===== src/rtl/vga_controller_if.sv =====
// VGA controller bus: renderer colour inputs, scan position and DAC/sync outputs.
// The master modport belongs to the controller, the slave modport to the renderer/DAC side.
interface vga_controller_if;
  logic [7:0] R_in;
  logic [7:0] G_in;
  logic [7:0] B_in;
  logic [9:0] h_counter;
  logic [9:0] v_counter;
  logic [7:0] VGA_R;
  logic [7:0] VGA_G;
  logic [7:0] VGA_B;
  logic       VGA_HS;
  logic       VGA_VS;
  logic       VGA_BLANK_N;
  logic       VGA_SYNC_N;
  logic       VGA_CLK;
  logic       frame_start;

  modport master (
    input  R_in, G_in, B_in,
    output h_counter, v_counter, VGA_R, VGA_G, VGA_B, VGA_HS, VGA_VS,
    output VGA_BLANK_N, VGA_SYNC_N, VGA_CLK, frame_start
  );

  modport slave (
    output R_in, G_in, B_in,
    input  h_counter, v_counter, VGA_R, VGA_G, VGA_B, VGA_HS, VGA_VS,
    input  VGA_BLANK_N, VGA_SYNC_N, VGA_CLK, frame_start
  );
endinterface


===== src/rtl/vga_controller.sv =====
// VGA timing generator and registered pixel output stage.
// A divide-by-two toggle produces the pixel enable; all scan counters and output
// registers advance only on pixel-enable cycles, giving one pixel of output latency.
// Optional macro VGA_BORDER_EN: forces a white one-pixel frame around the visible area.
module vga_controller #(
  parameter int unsigned H_VISIBLE = 640,
  parameter int unsigned H_FRONT   = 16,
  parameter int unsigned H_SYNC    = 96,
  parameter int unsigned H_BACK    = 48,
  parameter int unsigned V_VISIBLE = 480,
  parameter int unsigned V_FRONT   = 10,
  parameter int unsigned V_SYNC    = 2,
  parameter int unsigned V_BACK    = 33
) (
  input logic              clk,
  input logic              reset_n,
  vga_controller_if.master bus
);

  localparam logic [9:0] HVis       = 10'(H_VISIBLE);
  localparam logic [9:0] VVis       = 10'(V_VISIBLE);
  localparam logic [9:0] HLast      = 10'(H_VISIBLE + H_FRONT + H_SYNC + H_BACK - 1);
  localparam logic [9:0] VLast      = 10'(V_VISIBLE + V_FRONT + V_SYNC + V_BACK - 1);
  localparam logic [9:0] HSyncStart = 10'(H_VISIBLE + H_FRONT);
  localparam logic [9:0] HSyncEnd   = 10'(H_VISIBLE + H_FRONT + H_SYNC);
  localparam logic [9:0] VSyncStart = 10'(V_VISIBLE + V_FRONT);
  localparam logic [9:0] VSyncEnd   = 10'(V_VISIBLE + V_FRONT + V_SYNC);

  logic       r_pix_en;
  logic [9:0] r_h;
  logic [9:0] r_v;
  logic [7:0] r_red;
  logic [7:0] r_grn;
  logic [7:0] r_blu;
  logic       r_hs;
  logic       r_vs;
  logic       r_blank_n;
  logic       r_frame_start;

  logic       w_h_last;
  logic       w_v_last;
  logic       w_visible;
  logic       w_hs_raw;
  logic       w_vs_raw;
  logic [7:0] w_red;
  logic [7:0] w_grn;
  logic [7:0] w_blu;

  assign w_h_last  = (r_h == HLast);
  assign w_v_last  = (r_v == VLast);
  assign w_visible = (r_h < HVis) && (r_v < VVis);
  assign w_hs_raw  = !((r_h >= HSyncStart) && (r_h < HSyncEnd));
  assign w_vs_raw  = !((r_v >= VSyncStart) && (r_v < VSyncEnd));

`ifdef VGA_BORDER_EN
  logic w_border;
  assign w_border = (r_h == 10'd0) || (r_h == HVis - 10'd1) ||
                    (r_v == 10'd0) || (r_v == VVis - 10'd1);
`endif

  // Pixel colour selection: renderer colour in the visible area, black in blanking.
  always_comb begin
    w_red = 8'h00;
    w_grn = 8'h00;
    w_blu = 8'h00;
    if (w_visible) begin
      w_red = bus.R_in;
      w_grn = bus.G_in;
      w_blu = bus.B_in;
`ifdef VGA_BORDER_EN
      if (w_border) begin
        w_red = 8'hFF;
        w_grn = 8'hFF;
        w_blu = 8'hFF;
      end
`endif
    end
  end

  // Pixel-enable toggle: high on every second clk, doubles as the pixel clock.
  always_ff @(posedge clk or negedge reset_n) begin
    if (!reset_n) begin
      r_pix_en <= 1'b0;
    end else begin
      r_pix_en <= ~r_pix_en;
    end
  end

  // Horizontal and vertical scan counters, wrapping at the line and frame totals.
  always_ff @(posedge clk or negedge reset_n) begin
    if (!reset_n) begin
      r_h <= 10'd0;
      r_v <= 10'd0;
    end else if (r_pix_en) begin
      if (w_h_last) begin
        r_h <= 10'd0;
        r_v <= w_v_last ? 10'd0 : r_v + 10'd1;
      end else begin
        r_h <= r_h + 10'd1;
      end
    end
  end

  // Output stage: colour, sync and blank registered together so they stay aligned.
  always_ff @(posedge clk or negedge reset_n) begin
    if (!reset_n) begin
      r_red     <= 8'h00;
      r_grn     <= 8'h00;
      r_blu     <= 8'h00;
      r_hs      <= 1'b1;
      r_vs      <= 1'b1;
      r_blank_n <= 1'b0;
    end else if (r_pix_en) begin
      r_red     <= w_red;
      r_grn     <= w_grn;
      r_blu     <= w_blu;
      r_hs      <= w_hs_raw;
      r_vs      <= w_vs_raw;
      r_blank_n <= w_visible;
    end
  end

  // Frame start: single-clk pulse when both counters wrap back to the origin.
  always_ff @(posedge clk or negedge reset_n) begin
    if (!reset_n) begin
      r_frame_start <= 1'b0;
    end else begin
      r_frame_start <= r_pix_en && w_h_last && w_v_last;
    end
  end

  assign bus.h_counter   = r_h;
  assign bus.v_counter   = r_v;
  assign bus.VGA_R       = r_red;
  assign bus.VGA_G       = r_grn;
  assign bus.VGA_B       = r_blu;
  assign bus.VGA_HS      = r_hs;
  assign bus.VGA_VS      = r_vs;
  assign bus.VGA_BLANK_N = r_blank_n;
  assign bus.VGA_SYNC_N  = 1'b0;
  assign bus.VGA_CLK     = r_pix_en;
  assign bus.frame_start = r_frame_start;

endmodule


===== src/flat_wrapper.sv =====
// flat-port wrapper written by rule: the top's interface ports become plain ports
module vga_controller_flat 
#(
  parameter int unsigned H_VISIBLE = 640,
  parameter int unsigned H_FRONT   = 16,
  parameter int unsigned H_SYNC    = 96,
  parameter int unsigned H_BACK    = 48,
  parameter int unsigned V_VISIBLE = 480,
  parameter int unsigned V_FRONT   = 10,
  parameter int unsigned V_SYNC    = 2,
  parameter int unsigned V_BACK    = 33
)
  (clk, reset_n, bus_R_in, bus_G_in, bus_B_in, bus_h_counter, bus_v_counter, bus_VGA_R, bus_VGA_G, bus_VGA_B, bus_VGA_HS, bus_VGA_VS, bus_VGA_BLANK_N, bus_VGA_SYNC_N, bus_VGA_CLK, bus_frame_start);
  vga_controller_if bus_i ();
  input logic clk;
  input logic reset_n;
  input wire logic [$bits(bus_i.R_in)-1:0] bus_R_in;
  input wire logic [$bits(bus_i.G_in)-1:0] bus_G_in;
  input wire logic [$bits(bus_i.B_in)-1:0] bus_B_in;
  output wire logic [$bits(bus_i.h_counter)-1:0] bus_h_counter;
  output wire logic [$bits(bus_i.v_counter)-1:0] bus_v_counter;
  output wire logic [$bits(bus_i.VGA_R)-1:0] bus_VGA_R;
  output wire logic [$bits(bus_i.VGA_G)-1:0] bus_VGA_G;
  output wire logic [$bits(bus_i.VGA_B)-1:0] bus_VGA_B;
  output wire logic [$bits(bus_i.VGA_HS)-1:0] bus_VGA_HS;
  output wire logic [$bits(bus_i.VGA_VS)-1:0] bus_VGA_VS;
  output wire logic [$bits(bus_i.VGA_BLANK_N)-1:0] bus_VGA_BLANK_N;
  output wire logic [$bits(bus_i.VGA_SYNC_N)-1:0] bus_VGA_SYNC_N;
  output wire logic [$bits(bus_i.VGA_CLK)-1:0] bus_VGA_CLK;
  output wire logic [$bits(bus_i.frame_start)-1:0] bus_frame_start;
  assign bus_i.R_in = bus_R_in;
  assign bus_i.G_in = bus_G_in;
  assign bus_i.B_in = bus_B_in;
  assign bus_h_counter = bus_i.h_counter;
  assign bus_v_counter = bus_i.v_counter;
  assign bus_VGA_R = bus_i.VGA_R;
  assign bus_VGA_G = bus_i.VGA_G;
  assign bus_VGA_B = bus_i.VGA_B;
  assign bus_VGA_HS = bus_i.VGA_HS;
  assign bus_VGA_VS = bus_i.VGA_VS;
  assign bus_VGA_BLANK_N = bus_i.VGA_BLANK_N;
  assign bus_VGA_SYNC_N = bus_i.VGA_SYNC_N;
  assign bus_VGA_CLK = bus_i.VGA_CLK;
  assign bus_frame_start = bus_i.frame_start;
  vga_controller #(.H_VISIBLE(H_VISIBLE), .H_FRONT(H_FRONT), .H_SYNC(H_SYNC), .H_BACK(H_BACK), .V_VISIBLE(V_VISIBLE), .V_FRONT(V_FRONT), .V_SYNC(V_SYNC), .V_BACK(V_BACK)) u_core (.clk(clk), .reset_n(reset_n), .bus(bus_i));
endmodule

===== config.mk =====
export PLATFORM = sky130hd
export DESIGN_NAME = vga_controller_flat
export DESIGN_NICKNAME = d
export VERILOG_FILES = /design/src/rtl/vga_controller_if.sv /design/src/rtl/vga_controller.sv /design/src/flat_wrapper.sv
export SDC_FILE = /design/constraint.sdc
export NUM_CORES = 1
export LEC_CHECK = 0
export ABC_CLOCK_PERIOD_IN_PS = 2029
export BUFFER_PORTS_ARGS = -buffer_cell sky130_fd_sc_hd__buf_4
export CAP_MARGIN = 20
export CELL_PAD_IN_SITES_DETAIL_PLACEMENT = 0
export CELL_PAD_IN_SITES_GLOBAL_PLACEMENT = 1
export CORE_MARGIN = 5
export CORE_UTILIZATION = 38
export DETAILED_ROUTE_END_ITERATION = 10
export PLACE_DENSITY = 0.85
export SYNTH_ARGS = -nofsm -noshare
export SYNTH_HDL_FRONTEND = slang
export SYNTH_SLANG_ARGS = --single-unit
export TNS_END_PERCENT = 50

===== constraint.sdc =====
create_clock -name clk -period 2.03 [get_ports clk]
set_input_delay 0.1015 -clock clk [delete_from_list [all_inputs] [get_ports clk]]
set_output_delay 0.1015 -clock clk [all_outputs]
set_load 0.01 [all_outputs]

==> results.md <==
* Status: completed
* Synth Net Count at 214
* CP Capture Type: flip-flop
* CTS max path bufs at 2
* Clock Skews at approximately 9.9 ps
* Routed met1 length at 2206 um
* Routability cong. at 0.7618
* Post-route ant nets at 0
* Setup tns final at 0 ps
* Chip width at 85.45 um
* Largest stage delay, worst path at around 460 ps
* FMAX at between 0.5 and 0.6 GHz
* Async set-reset flop share out of synthesis at 1.000
* Final wirelength at between 5000 and 6000 um
* Fraction of layout cells with a size suffix above 1 at 0.3626
* RSZ-0062 raised after global routing: false
* Num CTS Buffers at 5
* Slew of the pin with the lowest slew margin at 631.4 ps
* Sequential share of the synthesized area at 0.5680
* Final hold vios at 0
* Starting DRT DRC Count at 94
* Static Leak at roughly 1.4 nW
* Crit-path cells: inv_1 > ha_1 > nor4b_2 > and4_1 > o21ai_0 > a22o_1
* Max-slew headroom at 0.5790
* Commonest non-fill, non-tap cell in the layout: buf_4
* I/O pin total at 76
* Slowest CP cell: dfrtp_1
* WHS Path Cells at 2
* Util after Layout at 0.5306
* Root Buffer Master: clkbuf_8
* Num rows at 27
* Vias in the first global route at ~1,700
* Hold path startpoint: bus_B_in[5]
* Min Tclk post-route at 1844 ps
* CTS tree: built
* Area Overhead vs Synth at 35.05%
* Routed vias/inst at 5.171
* Crit-path max FO at 7
* Final setup vio count at 0
* Worst R2R Start: u_core.bus.v_counter[1]$_DFFE_PN0P_
* Number of max-cap violations at 0
* Die height at roughly 85 um
* Port Buffers at 74
* Setup CP Type: reg -> reg
* Max IR drop VDD at 0.2254 mV
* Post-Place Cells at 325
* Yosys cell types at 42
* Initial antenna violation count at 0
* Synth warn at 0
* Residual DRC count at 0
* Yosys top cell area share at 0.5437
* Routed met2 length at 2676 um
* Post-CTS setup buffer count at 0
* Tcrit/Tclk final at 0.9085
* EDFF count, synth at 0
* Register clock-pin slew on the reported worst setup and hold paths at 100 ps
* Dominant cell type by area after synthesis: dfrtp_1
* Prevailing post-synth register cell: dfrtp_1
* Initial core utilization at 0.3929
* Worst skew pair latency at about 300 ps
* WP depth at 6
* Critical path's top delay family: simple AND/OR/NAND/NOR gates
* Worst Path Required at roughly 2200 ps
* Fin cells at between 300 and 400
* Post-Synthesis Cells at approximately 180
* Number of diodes at 0
* Syn avg cell area at between 10 and 15 sq um
* Arrival @ worst endpoint at roughly 2000 ps
* Worst min-delay path class: in -> reg
* Clock sink total at just under 50
* Routed wl met3 at around 250 um
* Internal reg-to-reg setup slack at approximately 190 ps
* Worst Reg-to-Reg Cells at 6
* Gr ovfl total at 0
* Pwr dens at around 630 nW/um^2
* Yosys reg bits at 49
* Die area at roughly 7300 sq um
* Final Cell Area at approximately 2900 sq um
* Max Used Layer: met4
* Critical R2R Capture: u_core.bus.v_counter[7]$_DFFE_PN0P_
* First-pass GRT wire length at roughly 8700 um
* Synth top area cells: dfrtp_1 54%, a22o_1 11%, xnor2_1 2.8%
* Final slew viol count at 0
* CP bufs+invs at 1
* Overall Global Routing Usage at 0.1482
* CTS H-tree depth at 2
* Pin count of the biggest net entering global routing at 50
* DP HPWL at approximately 3900 um
* Worst Hold End: u_core.bus.VGA_B[5]$_DFFE_PN0P_
* Layout Nets at between 200 and 300
* Placement Cell Area at approximately 2800 sq um
* Most frequent cells in the layout: 79 x buf_4, 47 x dfrtp_1, 27 x a22o_1
* Synth Cell Area at between 2000 and 2500 sq um
* Pre-antenna DRT Iters at 4
* DR WL/cell at 15.69 um
* CP Launch Type: flip-flop
* Via count at approximately 1,700
* Core box area at 5507 sq um
report_power, final:
group	internal (mW)	leakage, nW	switching, mW
Combinational	0.0772	0.780	0.0555
Clock	0.370	0.0554	0.322
Sequential	1.00	0.602	0.0138
registers in the layout, indices dropped and copies added, names as in the netlist, 8 cells and up:
| name | flops |
|---|---|
| u_core.bus.VGA_B | 8 |
| u_core.bus.VGA_G | 8 |
| u_core.bus.VGA_R | 8 |
| u_core.bus.h_counter | 10 |
| u_core.bus.v_counter | 10 |
worst max-delay path by stage:
stage | startpoint | endpoint
2_1_floorplan | u_core.bus.v_counter[0]$_DFFE_PN0P_ | u_core.bus.v_counter[4]$_DFFE_PN0P_
3_3_place_gp | u_core.bus.v_counter[0]$_DFFE_PN0P_ | u_core.bus.v_counter[4]$_DFFE_PN0P_
3_5_place_dp | u_core.bus.v_counter[1]$_DFFE_PN0P_ | u_core.bus.v_counter[7]$_DFFE_PN0P_
4_1_cts | u_core.bus.v_counter[1]$_DFFE_PN0P_ | u_core.bus.v_counter[7]$_DFFE_PN0P_
5_1_grt | u_core.bus.v_counter[0]$_DFFE_PN0P_ | u_core.bus.v_counter[4]$_DFFE_PN0P_
6_report | u_core.bus.v_counter[1]$_DFFE_PN0P_ | u_core.bus.v_counter[7]$_DFFE_PN0P_
cells in the mapped netlist, types with 2 or more instances:
library cell and n:
nor4_1 4, buf_2 4, nand2b_1 2, and2_1 2, mux2i_1 2, a21oi_1 3
xnor2_1 7, inv_1 7, dfstp_2 2, nand4_1 6, ha_1 4, o21ai_0 8
and3_1 4, nor3_1 4, dfrtp_1 47, a21o_1 2, nand2_1 7, a22o_1 27
nor2_1 11, clkbuf_1 5, nand3_1 5
through the flow:
stage	power (mW)	setup slack, ps	hold WS (ps)
global route	1.924	58.86	0.03680
floorplan	1.067	366.2	-194.1
global placement	1.163	281.0	158.0
detailed placement	1.167	198.5	164.9
CTS	1.865	198.9	2.231
finish	1.838	185.7	10.72
routing by layer:
metal | up-vias | GRT usage
li1 | 828 | -
met1 | 845 | 0.1957
met2 | 43 | 0.2394
met3 | 11 | 0.02913
met4 | 0 | 0.05755
met5 | - | 0
final cells by class:
type / instances / area (sq um)
fillers: 511 / 2585
flip-flops and latches: 49 / 1229
well taps: 72 / 90.09
multi-input cells: 117 / 858.3
repair buffers: 80 / 603.1
inverters: 8 / 30.03
clock buffers: 6 / 72.57
clock inverters: 2 / 38.79
cells by family (layout without fill, tap and decap cells):
| logic type | after synthesis | in the layout | share of synthesized area |
|---|---|---|---|
| simple gates | 55 | 55 | 0.1608 |
| flops | 49 | 49 | 0.5680 |
| compound gates | 46 | 46 | 0.1643 |
| fa+ha+maj | 4 | 4 | 0.02314 |
| buf+inv | 18 | 96 | 0.03528 |
| xor+xnor | 8 | 8 | 0.03239 |
| other cells | 1 | 1 | 0.001733 |
| mux | 3 | 3 | 0.01446 |
worst register-to-register path: stages (launching register included):
cell	delay [ps]
dfrtp_1	460
inv_1	80
ha_1	130
nor4b_2	210
and4_1	450
o21ai_0	150
a22o_1	250
timing repair:
| action | 4_1_cts | 5_1_grt |
|---|---|---|
| hold endpoints to repair | 47 | 0 |
| hold buffers | 1 | 0 |
| setup endpoints to repair | 0 | 0 |
| gates resized for setup | 0 | 0 |
(Power assumes the default switching activity.)
